### config.mk
export PLATFORM = sky130hd
export DESIGN_NAME = hazard_ctrl
export DESIGN_NICKNAME = d
export VERILOG_FILES = /design/src/rtl/hazard_ctrl.sv
export SDC_FILE = /design/constraint.sdc
export NUM_CORES = 1
export LEC_CHECK = 0
export BUFFER_PORTS_ARGS = -buffer_cell sky130_fd_sc_hd__buf_2
export CAP_MARGIN = 40
export CORE_MARGIN = 10
export CORE_UTILIZATION = 37
export DETAILED_ROUTE_END_ITERATION = 8
export MAX_ROUTING_LAYER = met4
export PLACE_DENSITY_LB_ADDON = 0.1
export SETUP_SLACK_MARGIN = 0.02
export SLEW_MARGIN = 20
export SYNTH_ARGS = -nofsm -noshare
export SYNTH_HDL_FRONTEND = slang
export SYNTH_SLANG_ARGS = --single-unit
export TNS_END_PERCENT = 20
### constraint.sdc
create_clock -name clk -period 1.58 [get_ports clk]
set_clock_uncertainty 0.1 [all_clocks]
set_input_delay 0.079 -clock clk [delete_from_list [all_inputs] [get_ports clk]]
set_output_delay 0.079 -clock clk [all_outputs]
set_load 0.01 [all_outputs]
### src/rtl/hazard_ctrl.sv
// Pipeline hazard controller: stall/flush/bubble steering for a 5-stage pipe.
// Optional performance counters are built when HAZ_PERF_CNT_EN is defined.
module hazard_ctrl (
  input  logic        clk,
  input  logic        rst,
  input  logic [2:0]  rsD,
  input  logic [2:0]  rtD,
  input  logic        rsVldD,
  input  logic        rtVldD,
  input  logic [2:0]  wrtRegX,
  input  logic        regWrtX,
  input  logic        readEnX,
  input  logic        brchTakenX,
  input  logic        memBusyM,
  input  logic        haltD,
  output logic        stallF,
  output logic        stallD,
  output logic        stallX,
  output logic        flushFD,
  output logic        bubbleX,
  output logic        bubbleW,
  output logic [2:0]  state,
  output logic [15:0] stallCnt,
  output logic [15:0] bubbleCnt
);

  localparam int unsigned ST_W  = 3;
  localparam int unsigned CNT_W = 16;

  localparam logic [ST_W-1:0] S_RUN     = ST_W'(0);
  localparam logic [ST_W-1:0] S_FLUSH   = ST_W'(1);
  localparam logic [ST_W-1:0] S_MEMWAIT = ST_W'(2);
  localparam logic [ST_W-1:0] S_HALTED  = ST_W'(3);

  logic [ST_W-1:0] r_state;
  logic [ST_W-1:0] w_next_state;
  logic            w_load_use;

  // Load in X feeding a register that D actually reads
  assign w_load_use = regWrtX & readEnX &
                      ((rsVldD & (rsD == wrtRegX)) | (rtVldD & (rtD == wrtRegX)));

  assign state = r_state;

  always_ff @(posedge clk or posedge rst) begin
    if (rst) r_state <= S_RUN;
    else     r_state <= w_next_state;
  end

  // Next state: memory wait beats branch beats load-use beats halt
  always_comb begin
    w_next_state = S_RUN;
    case (r_state)
      S_RUN: begin
        if (memBusyM)        w_next_state = S_MEMWAIT;
        else if (brchTakenX) w_next_state = S_FLUSH;
        else if (w_load_use) w_next_state = S_RUN;
        else if (haltD)      w_next_state = S_HALTED;
        else                 w_next_state = S_RUN;
      end
      S_FLUSH:   w_next_state = memBusyM ? S_MEMWAIT : S_RUN;
      S_MEMWAIT: w_next_state = memBusyM ? S_MEMWAIT : S_RUN;
      S_HALTED:  w_next_state = S_HALTED;
      default:   w_next_state = S_RUN;
    endcase
  end

  // Control outputs are combinational so they act in the cycle the event appears
  always_comb begin
    stallF  = 1'b0;
    stallD  = 1'b0;
    stallX  = 1'b0;
    flushFD = 1'b0;
    bubbleX = 1'b0;
    bubbleW = 1'b0;
    if (!rst) begin
      case (r_state)
        S_RUN: begin
          if (memBusyM) begin
            stallF  = 1'b1;
            stallD  = 1'b1;
            stallX  = 1'b1;
            bubbleW = 1'b1;
          end else if (brchTakenX) begin
            flushFD = 1'b1;
            bubbleX = 1'b1;
          end else if (w_load_use) begin
            stallF  = 1'b1;
            bubbleX = 1'b1;
          end
        end
        S_FLUSH, S_MEMWAIT: begin
          if (memBusyM) begin
            stallF  = 1'b1;
            stallD  = 1'b1;
            stallX  = 1'b1;
            bubbleW = 1'b1;
          end else if (r_state == S_FLUSH) begin
            flushFD = 1'b1;
          end
        end
        S_HALTED: begin
          stallF  = 1'b1;
          flushFD = 1'b1;
          stallX  = memBusyM;
          bubbleW = memBusyM;
        end
        default: ;
      endcase
    end
  end

`ifdef HAZ_PERF_CNT_EN
  logic [CNT_W-1:0] r_stall_cnt;
  logic [CNT_W-1:0] r_bubble_cnt;

  // Saturating event counters; halted cycles are not counted as stalls
  always_ff @(posedge clk or posedge rst) begin
    if (rst) begin
      r_stall_cnt  <= '0;
      r_bubble_cnt <= '0;
    end else begin
      if (stallF && (r_state != S_HALTED) && (r_stall_cnt != {CNT_W{1'b1}}))
        r_stall_cnt <= r_stall_cnt + CNT_W'(1);
      if (bubbleX && (r_bubble_cnt != {CNT_W{1'b1}}))
        r_bubble_cnt <= r_bubble_cnt + CNT_W'(1);
    end
  end

  assign stallCnt  = r_stall_cnt;
  assign bubbleCnt = r_bubble_cnt;
`else
  assign stallCnt  = CNT_W'(0);
  assign bubbleCnt = CNT_W'(0);
`endif

endmodule

* Word-level counts from Yosys, hierarchy flattened *
Cells that the tools add are included.

storage, ports and cells
  word-level logic and storage cells = 40
  bits in registers = 3
  output and inout port bits = 41
  input bits = 18

cells by class
  bitwise operators = 5
  reduce and logical (&&, ||, !) cells = 3
  eq/ne operators = 5
  mux-type cells = 26

operators with widths
  cell                                                              number
  1-bit two-way mux                                                 17
  2-bit two-way mux                                                 5
  3-bit one-hot mux with 3 select lines                             1
  3-bit by 2-bit == test with 1-bit output (second input constant)  2
  3-bit == test                                                     2
  1-bit one-hot mux with 3 select lines                             2
  1-bit AND                                                         4
  3-bit by 1-bit == test with 1-bit output (second input constant)  1
  3-bit zero test                                                   1
  3-bit OR reduction                                                1
  1-bit one-hot mux with 2 select lines                             1
  2-bit OR reduction                                                1
  1-bit bitwise OR                                                  1

* Longest topological paths before layout *
Gate-level depths: netlist (run 1).

  word-level depth = 9
  mapped depth = 6
  mapped depth without buffers = 6

* Least setup slack after synthesis (run 1) *
Ideal clock, no wire load.

  path type = flip-flop to output port
  from = register r_state[0], in the netlist state[0]
  to = output stallF
  stages on the path, launching flop included = 6
  required time = 1.401 ns
  path slack = 0.050 ns
  data arrival time = 1.351 ns
  buffers on the path = 0
  cells stage by stage = dfrtp_1 > inv_1 > ha_1 > o21ai_0 > a21boi_2 > a22o_1

between the ends
  cells in the longest elaborated chain, start to end = 4

RTL lines
  what                                                                                                         line  RTL
  start, declared                                                                                              35    logic [ST_W-1:0] r_state;
  start signal, assigned                                                                                       47    else r_state <= w_next_state;
  3-bit by 1-bit == test with 1-bit output / 3-bit by 2-bit == test with 1-bit output (equally long branches)  77    case (r_state)
  2-bit OR reduction (no line)                                                                                 --
  1-bit one-hot mux with 3 select lines *                                                                      77
  1-bit two-way mux *                                                                                          76    if (!rst) begin
  end, declared                                                                                                16    output logic stallF,

Every way passes the cells marked *; elsewhere a longest branch is shown, timed or not.

* Worst setup path in the final report (run 1) *
Same ends and word-level chain as after synthesis.

==> summary.txt, run 1 <==
Power and ir drop
  – Worst vdd ir: between 0.0003 and 0.0004 V
  – Gate power share: 0.791
  – Sw frac: 0.445
  – Pleak: ~0.43 nW
  – Cell Pwr Density: roughly 1300 nW/um^2
  – Reg power frac: 0.093
  – Clock power share: 0.116
  – P_int: 563 uW
  – Net Switching: 451 uW
  – Final Total Pwr: just over 1 mW

Die
  – Core area: ~1700 sq um
  – Chip width: roughly 62 microns
  – I/O pin total: 59
  – Die Ht: around 62 microns
  – Initial Util: 0.382
  – Die ar.: 3820 sq um
  – # rows: 15

Setup path
  – Worst r2r dst: state[0]$_DFF_PP0_
  – Critical-path cell list: inv_2 > ha_4 > nor2b_4 > nor3b_2 > a22o_1 > buf_2
  – Critical R2R Launch: state[0]$_DFF_PP0_
  – Crit path buf inv count: 2
  – Number of cells on the critical path: 6
  – Crit path max-delay family: flip-flops
  – CP max FO: 6
  – Worst R2R Path Depth: 7
  – Critical Path Start: state[0]$_DFF_PP0_
  – CP peak stage delay: 0.37 ns
  – Critical-path top delay cell: dfrtp_1
  – CP arrival: ~1.5 ns
  – Worst R2R Setup Slack: roughly 0.18 ns
  – Crit end category: output pin
  – Worst EP required: ~1.4 ns
  – Critical Path Source Type: register
  – CP endpoint: stallF
  – Crit path kind: register to output pin

Drt
  – Starting DRC count in detailed routing: 4
  – Antenna Violating Nets Remaining: 0
  – # DRC: 0
  – Via/cell ratio: between 3 and 4
  – Wire length per cell: between 10 and 15 microns
  – 1st-pass router iterations: 3
  – Vias: 516
  – Drt total wl: 1640 microns

Final layout
  – Post-Layout Inst Area: 759 sq um
  – Final #Nets: approximately 140
  – Layout cells sized above 1: 0.425
  – Diodes inserted: 0
  – Fillers: 187
  – Max FFs per register: 2
  – Area Growth Syn to Fin: 17.6%

STA
  – Post-layout minimum cycle time: between 1.5 and 2 ns
  – Final hold vios: 0
  – Slew Limit Fails: 0
  – Period utilization: 1.06
  – RSZ-0062 raised after global routing: true
  – Endpoints failing setup: 4
  – Post-route setup slack: -0.0869 ns
  – TNS Setup: -0.154 ns
  – Hold slack: between 0.02 and 0.03 ns
  – Max Clock Freq: between 500 and 600 MHz

Global routing
  – Initial antenna violation count: 0
  – GR Util All Layers: 0.0799
  – Largest net degree at the start of global routing: 7
  – Global route overflow: 0
  – Vias in the first global route: between 500 and 600
  – First-pass GRT wire length: between 2000 and 2500 microns

Synthesis
  – Yosys top cell by area: buf_4
  – Netlist cell types: 23
  – Mapped Cells: 82
  – Cell area after synthesis: 646 sq um
  – Synth warn: 0
  – Count leader, synth: buf_4
  – Synthesis-stage register bit count: 2
  – Register area share after synthesis: 0.0775
  – Synth area leaders: buf_4 40%, ha_1 12%, xnor2_1 8.1%
  – Async set-reset flop share out of synthesis: 1.00
  – Ys flop type: dfrtp_1
  – Top cell type's share of synthesized area: 0.395
  – EDFF count, synth: 0
  – Top cells by count, synth: 34 x buf_4, 6 x ha_1, 6 x xnor2_1
  – Syn Area/Cell: about 7.9 sq um

Run
  – Max-Cap Viols: 0

Placement
  – RePlAce Congestion: around 0.77
  – Placed Area: about 670 sq um
  – Hpwl dp: about 1400 microns
  – I/O Buffers: 25

Clock network
  – Clock root buffer: clkbuf_4
  – H-tree depth: 1
  – CTS tree: done
  – Worst-path clk slew: roughly 0.030 ns
  – Cts bufs inserted: 3
  – Max clock buf depth: 2
  – Clock latency on the worst-skew pair: between 0.2 and 0.25 ns
  – Clock sinks: 2

Run status
  – Status: finished with violations
  – Failing checks: negative setup slack

Worst hold path
  – Worst hold path class: primary input to register
-- placed cells by master, fill, tap and decap left out --
cell	netlist	layout
ha_2	0	2
ha_4	0	2
a22o_1	1	1
o21a_1	2	2
buf_4	34	4
dfrtp_1	2	2
o21ai_1	2	2
clkbuf_4	0	3
dlygate4sd3_1	0	1
o21ai_2	0	1
buf_2	0	25
nor3b_2	1	1
a21boi_2	1	1
conb_1	1	33
xnor2_1	6	6
nand2b_1	1	1
ha_1	6	2
a21oi_1	2	2
nand4_2	2	2
nor4_2	0	1
inv_2	1	4
and3_1	1	1
nand2b_4	1	1
nor2b_4	1	1
nand2_1	5	5
nor2_1	5	5
a31oi_1	2	2
-- stage by stage --
step           std cells   util  worst slack [ns]
2_1_floorplan        114      -            0.0504
3_3_place_gp         124  0.398            0.0606
3_5_place_dp         124  0.398            0.0483
4_1_cts              130  0.447           -0.0854
5_1_grt              130  0.450            -0.151
6_report             130  0.450           -0.0869
-- cells by family (layout without fill, tap and decap cells) --
logic type	count (synthesis)	after routing	synth area share
buffers and inverters	38	37	0.419
XOR/XNOR	6	6	0.0814
AND/OR/NAND/NOR	18	18	0.188
other	1	33	0.00581
flip-flops	2	2	0.0775
adder cells (fa/ha/maj)	6	6	0.116
AO/OA/AOI/OAI	11	11	0.112
-- routing by layer --
| metal | share of wire | track usage | vias to the layer above |
|---|---|---|---|
| met2 | 0.49 | 0.117 | 35 |
| met1 | 0.40 | 0.0833 | 217 |
| met5 | 0 | - | - |
| li1 | - | - | 260 |
| met3 | 0.090 | 0.0244 | 4 |
| met4 | 0.020 | 0.0764 | 0 |
-- cell type report --
class / instances / area [sq um] / share of cell area
clock buffers: 3 / 22.5 / 0.0297
repair buffers: 30 / 165 / 0.217
flip-flops and latches: 2 / 50.0 / 0.0659
multi-input cells: 74 / 485 / 0.639
well taps: 17 / 21.3 / 0.0280
inverters: 4 / 15.0 / 0.0198
-- timing repair --
| action | 4_1_cts | 5_1_grt |
|---|---|---|
| pin swaps | 4 | 2 |
| endpoints found under the setup margin | 5 | 5 |
| buffers inserted | 2 | 0 |
| hold buffers | 1 | 0 |
| resized for setup | 9 | 2 |
| hold endpoints to repair | 2 | 0 |
-- worst reg2reg max path, cell delays in order, from the launching register on --
cell and delay (ns):
dfrtp_1 0.37, inv_2 0.12, ha_4 0.19, nand2b_4 0.13
buf_4 0.10, nand2_1 0.06, o21a_1 0.10, a31oi_1 0.15
-- worst min-delay path by stage --
stage,from,endpoint,slack (ns),cells after the start
finish,haltD,state[1]$_DFF_PP0_,0.03,3
global route,haltD,state[1]$_DFF_PP0_,0.06,3
CTS,haltD,state[1]$_DFF_PP0_,0.02,3
detailed placement,rst,state[0]$_DFF_PP0_,-0.12,2
global placement,rst,state[0]$_DFF_PP0_,-0.12,2
floorplan,rst,state[0]$_DFF_PP0_,-0.28,1
-- power by group through the flow --
stage | sequential [mW] | combinational, mW | clock, mW
final | 0.0943 | 0.802 | 0.117
after floorplan | 0.122 | 0.463 | 0
after detailed placement | 0.0904 | 0.620 | 0
after global placement | 0.0903 | 0.622 | 0
after CTS | 0.0945 | 0.788 | 0.123
after global routing | 0.101 | 0.885 | 0.123
(Power assumes the default switching activity.)
==> run 2: changes to the inputs <==
- SKIP_LAST_GASP: default -> 1
==> summary.txt, run 2 (synthesis results as in run 1) <==
Run status
  – Status: finished with violations
  – Failing checks: negative setup slack

Die
  – Chip width: 61.8 microns
  – I/O pin total: between 50 and 60
  – Core area: around 1700 sq um
  – Initial Util: 0.382
  – Die ar.: around 3800 sq um
  – Die Ht: approximately 62 microns
  – # rows: 15

Final layout
  – Most frequent cells in the layout: 33 x conb_1, 25 x buf_2, 6 x xnor2_1
  – Final #Nets: around 140
  – Core Util, Final: 0.447
  – Area Growth Syn to Fin: 16.9%
  – Diodes inserted: 0
  – Fillers: 188
  – Max FFs per register: 2
  – Layout cells sized above 1: 0.407
  – Commonest non-fill, non-tap cell in the layout: conb_1

Run
  – Max-Cap Viols: 0

Power and ir drop
  – Worst vdd ir: roughly 0.00034 V
  – Final Total Pwr: just over 1 mW
  – Pleak: roughly 0.43 nW
  – Cell Pwr Density: around 1300 nW/um^2

Setup path
  – Critical-path cell list: inv_2 > ha_4 > nor2b_4 > nor3b_2 > a22o_1 > buf_2
  – Crit path max-delay family: flip-flops
  – Crit path buf inv count: 2
  – CP peak stage delay: 0.37 ns
  – Worst EP required: between 1 and 1.5 ns
  – Critical-path top delay cell: dfrtp_1
  – Crit end category: output pin
  – CP max FO: 6
  – CP arrival: 1.49 ns
  – Crit path kind: register to output pin
  – Critical Path Source Type: register

Global routing
  – Largest net degree at the start of global routing: 7
  – Vias in the first global route: a little over 500
  – Global route overflow: 0
  – First-pass GRT wire length: about 2100 microns
  – Initial antenna violation count: 0
  – GR Util All Layers: 0.0799

STA
  – Post-route setup slack: -0.0868 ns
  – RSZ-0062 raised after global routing: true
  – Slew Limit Fails: 0
  – Period utilization: 1.05
  – Final hold vios: 0
  – TNS Setup: -0.186 ns
  – Post-layout minimum cycle time: roughly 1.7 ns
  – Max Clock Freq: around 600 MHz
  – Endpoints failing setup: 4

Clock network
  – Clock latency on the worst-skew pair: 0.23 ns
  – Worst-path clk slew: 0.03 ns
  – Clock root buffer: clkbuf_4
  – CTS tree: done
  – Cts bufs inserted: 3
  – Max clock buf depth: 2
  – H-tree depth: 1
  – Clock sinks: 2

Drt
  – Starting DRC count in detailed routing: 4
  – # DRC: 0
  – Drt total wl: roughly 1600 microns
  – Antenna Violating Nets Remaining: 0
  – 1st-pass router iterations: 3
  – Vias: around 520
  – Wire length per cell: between 10 and 15 microns
  – Via/cell ratio: just under 4

Placement
  – I/O Buffers: 25
  – RePlAce Congestion: roughly 0.77
  – Hpwl dp: roughly 1400 microns
  – DP Worst Slack: 0.0483 ns

Worst hold path
  – Worst hold path class: primary input to register
## run 2: cell counts in the layout (fill, tap and decap cells not counted)
Identical to the previous run, type by type.
## run 2: worst paths after layout
check                              startpoint            endpoint  slack [ns]  cells past startpoint
setup reg to reg           state[0]$_DFF_PP0_  state[0]$_DFF_PP0_        0.18                      7
max in group asynchronous                 rst  state[1]$_DFF_PP0_        1.05                      3
min in group asynchronous                 rst  state[0]$_DFF_PP0_        0.20                      3
hold / removal                          haltD  state[1]$_DFF_PP0_        0.03                      3
hold reg to reg            state[1]$_DFF_PP0_  state[1]$_DFF_PP0_        0.80                      5
setup / recovery           state[0]$_DFF_PP0_              stallF       -0.09                      6
## run 2: final cells by class
type / count / area, sq um / share of cell area
Multi-Input combinational cell: 74 / 480 / 0.637
Clock buffer: 3 / 22.5 / 0.0299
Sequential cell: 2 / 50.0 / 0.0663
Inverter: 4 / 15.0 / 0.0199
Timing Repair Buffer: 30 / 165 / 0.219
Tap cell: 17 / 21.3 / 0.0282
## run 2: where the power goes
group / internal (mW) / leakage (nW) / switching [mW] / total (mW)
clock network: 0.0841 / 0.0138 / 0.0333 / 0.117
logic: 0.397 / 0.392 / 0.400 / 0.797
registers: 0.0788 / 0.0250 / 0.0155 / 0.0943
total: 0.560 / 0.431 / 0.448 / 1.01
## run 2: repair_timing
action	CTS	global route
hold endpoints to repair	2	0
hold buffers	1	0
endpoints found under the setup margin	5	5
pin swaps	4	2
gates resized for setup	9	0
buffers inserted	2	0
## run 2: worst register-to-register path, cell delays in order (launching register included)
cell and delay (ns):
dfrtp_1 0.37, inv_2 0.12, ha_4 0.19, nand2b_4 0.13, buf_4 0.10, nand2_1 0.06, o21a_1 0.11, a31oi_1 0.15
## run 2: through the flow
| step | instance area (sq um) | instances | hold WS (ns) |
|---|---|---|---|
| floorplan | 766 | 114 | -0.279 |
| global placement | 672 | 124 | -0.121 |
| detailed placement | 672 | 124 | -0.122 |
| CTS | 754 | 130 | 0.0186 |
| global route | 754 | 130 | 0.0579 |
| finish | 754 | 130 | 0.0294 |
## run 2: per-layer routing
layer	vias to the layer above	wire length, microns	GRT usage
met1	217	657	0.0833
li1	260	-	-
met5	-	0	-
met4	0	33	0.0764
met2	35	796	0.117
met3	4	148	0.0244
==> run 3: changes to the inputs <==
- ABC_AREA: default -> 1
- clock period: 1.58 -> 1.8 ns (I/O delays scaled with it)
==> summary.txt, run 3 <==
Synthesis
  – Netlist cell types: 17
  – Mapped Cells: 110
  – Syn Area/Cell: about 6.2 sq um
  – Count leader, synth: buf_4
  – Proportion of synthesized area in mux cells: 0
  – Synth area leaders: buf_4 38%, nand2_1 15%, ha_1 11%
  – Async set-reset flop share out of synthesis: 1.00
  – Ys flop type: dfrtp_1
  – Synth Area in XOR/XNOR: 0
  – Synthesis-stage register bit count: 2
  – Yosys top cell by area: buf_4
  – Top cell type's share of synthesized area: 0.376
  – Register area share after synthesis: 0.0738
  – Cell area after synthesis: between 600 and 700 sq um
  – EDFF count, synth: 0
  – Adder-cell share of the synthesized area: 0.111
  – Synth warn: 0
  – Synth Area in Simple Gates: 0.279
  – Main combinational cell family by area after synthesis: buffers and inverters
  – Compound-cell area share of the yosys netlist: 0.0609
  – Top cells by count, synth: 34 x buf_4, 27 x nand2_1, 16 x inv_1

Setup path
  – Crit end category: output pin
  – CP arrival: ~1.5 ns
  – Critical Path Source Type: register
  – Worst r2r dst: state[1]$_DFF_PP0_
  – Crit path kind: register to output pin
  – Critical R2R Launch: state[1]$_DFF_PP0_
  – Worst R2R Path Depth: 7
  – CP max FO: 5
  – Worst EP required: around 1.6 ns
  – Worst R2R Setup Slack: approximately 0.36 ns

STA
  – Slew Limit Fails: 0
  – Final hold vios: 0
  – Post-layout minimum cycle time: between 1.5 and 2 ns
  – Period utilization: 0.926
  – RSZ-0062 raised after global routing: true
  – Max Clock Freq: roughly 600 MHz
  – Endpoints failing setup: 0

Drt
  – Drt total wl: between 1500 and 2000 microns
  – # DRC: 0
  – Starting DRC count in detailed routing: 16
  – Wire length per cell: about 9.9 microns
  – Vias: approximately 590
  – Antenna Violating Nets Remaining: 0
  – 1st-pass router iterations: 4
  – Via/cell ratio: around 3.6

Placement
  – RePlAce Congestion: between 0.8 and 0.9
  – I/O Buffers: 25
  – Placed Cells: 158
  – Hpwl dp: between 1000 and 1500 microns

Power and ir drop
  – Pleak: between 0.5 and 0.6 nW
  – Final Total Pwr: ~640 uW
  – Worst vdd ir: 0.000563 V
  – Cell Pwr Density: around 860 nW/um^2

Worst hold path
  – Worst hold stages: 4
  – HP Start: brchTakenX
  – Hold EP: state[1]$_DFF_PP0_
  – Worst hold path class: primary input to register

Clock network
  – CTS tree: done
  – Cts bufs inserted: 3
  – Clock sinks: 2
  – Clock latency on the worst-skew pair: 0.22 ns
  – H-tree depth: 1
  – Max clock buf depth: 2
  – Clock root buffer: clkbuf_4
  – Number of post-CTS setup repair buffers: 0
  – Worst-path clk slew: approximately 0.030 ns

Die
  – Core area: ~1700 sq um
  – Initial Util: 0.393
  – Die Ht: roughly 63 microns
  – Die ar.: just under 4000 sq um
  – I/O pin total: 59
  – Chip width: about 63 microns
  – # rows: 15

Final layout
  – Commonest non-fill, non-tap cell in the layout: conb_1
  – Diodes inserted: 0
  – Area Growth Syn to Fin: 9.59%
  – Fillers: about 220
  – Max FFs per register: 2
  – Final #Nets: around 160
  – Layout cells sized above 1: 0.307
  – Fin cells: between 150 and 200
  – Most frequent cells in the layout: 33 x conb_1, 27 x nand2_1, 25 x buf_2

Global routing
  – GR Util All Layers: 0.0776
  – Vias in the first global route: 601
  – First-pass GRT wire length: ~2600 microns
  – Initial antenna violation count: 0
  – Largest net degree at the start of global routing: 6
  – Global route overflow: 0

Run
  – Max-Cap Viols: 0

Run status
  – Status: finished clean
-- run 3: logic make-up (layout without fill, tap and decap cells) --
group	Yosys count	after routing
AOI/OAI and AO/OA	6	6
adders and majority gates	6	6
buffers and inverters	51	46
DFF	2	2
other	1	33
and+or+nand+nor	44	44
-- run 3: layout make-up --
cell class / instances / area (sq um) / area share
tap: 25 / 31.3 / 0.0421
multi-input combinational: 89 / 440 / 0.593
clock buffer: 3 / 22.5 / 0.0303
inverter: 17 / 63.8 / 0.0859
sequential: 2 / 50.0 / 0.0673
timing repair buffer: 26 / 135 / 0.182
-- run 3: worst max-delay path, cell delays in order, from the launching register on --
cell,delay [ns]
dfrtp_1,0.42
inv_2,0.10
ha_2,0.20
inv_1,0.07
nor2_2,0.14
nand2_1,0.07
a21oi_1,0.11
buf_2,0.15
-- run 3: power breakdown --
group	switching, mW	internal [mW]
Sequential	0.0318	0.0678
Clock	0.0235	0.0734
Combinational	0.272	0.173
Total	0.328	0.314
-- run 3: layer usage --
| layer | track usage | part of all wire |
|---|---|---|
| met1 | 0.0871 | 0.44 |
| met3 | 0.0341 | 0.087 |
| met4 | 0.0335 | 0 |
| met5 | - | 0 |
| met2 | 0.117 | 0.48 |
-- run 3: per-stage QoR --
stage / util / setup WS [ns] / TNS, ns / cell area [sq um] / hold WS (ns)
finish: 0.430 / 0.133 / 0 / 743 / 0.0984
global route: 0.430 / -0.0108 / -0.0282 / 743 / 0.122
CTS: 0.424 / 0.0555 / 0 / 732 / 0.0789
detailed placement: 0.405 / 0.298 / 0 / 699 / -0.110
global placement: 0.405 / 0.324 / 0 / 699 / -0.103
floorplan: - / 0.293 / 0 / 798 / -0.252
-- run 3: worst max-delay path by stage --
stage	cells past startpoint	slack, ns	endpoint	start
after global placement	7	0.32	flushFD	state[0]$_DFF_PP0_
after detailed placement	7	0.30	flushFD	state[0]$_DFF_PP0_
final	7	0.13	bubbleX	state[1]$_DFF_PP0_
after global routing	4	-0.01	stallX	state[0]$_DFF_PP0_
after floorplan	5	0.29	stallX	state[0]$_DFF_PP0_
after CTS	7	0.06	flushFD	state[0]$_DFF_PP0_
-- run 3: what timing repair did --
action	CTS	global route
hold endpoints to repair	2	0
resized for setup	0	5
hold buffers	1	0
endpoints found under the setup margin	0	5
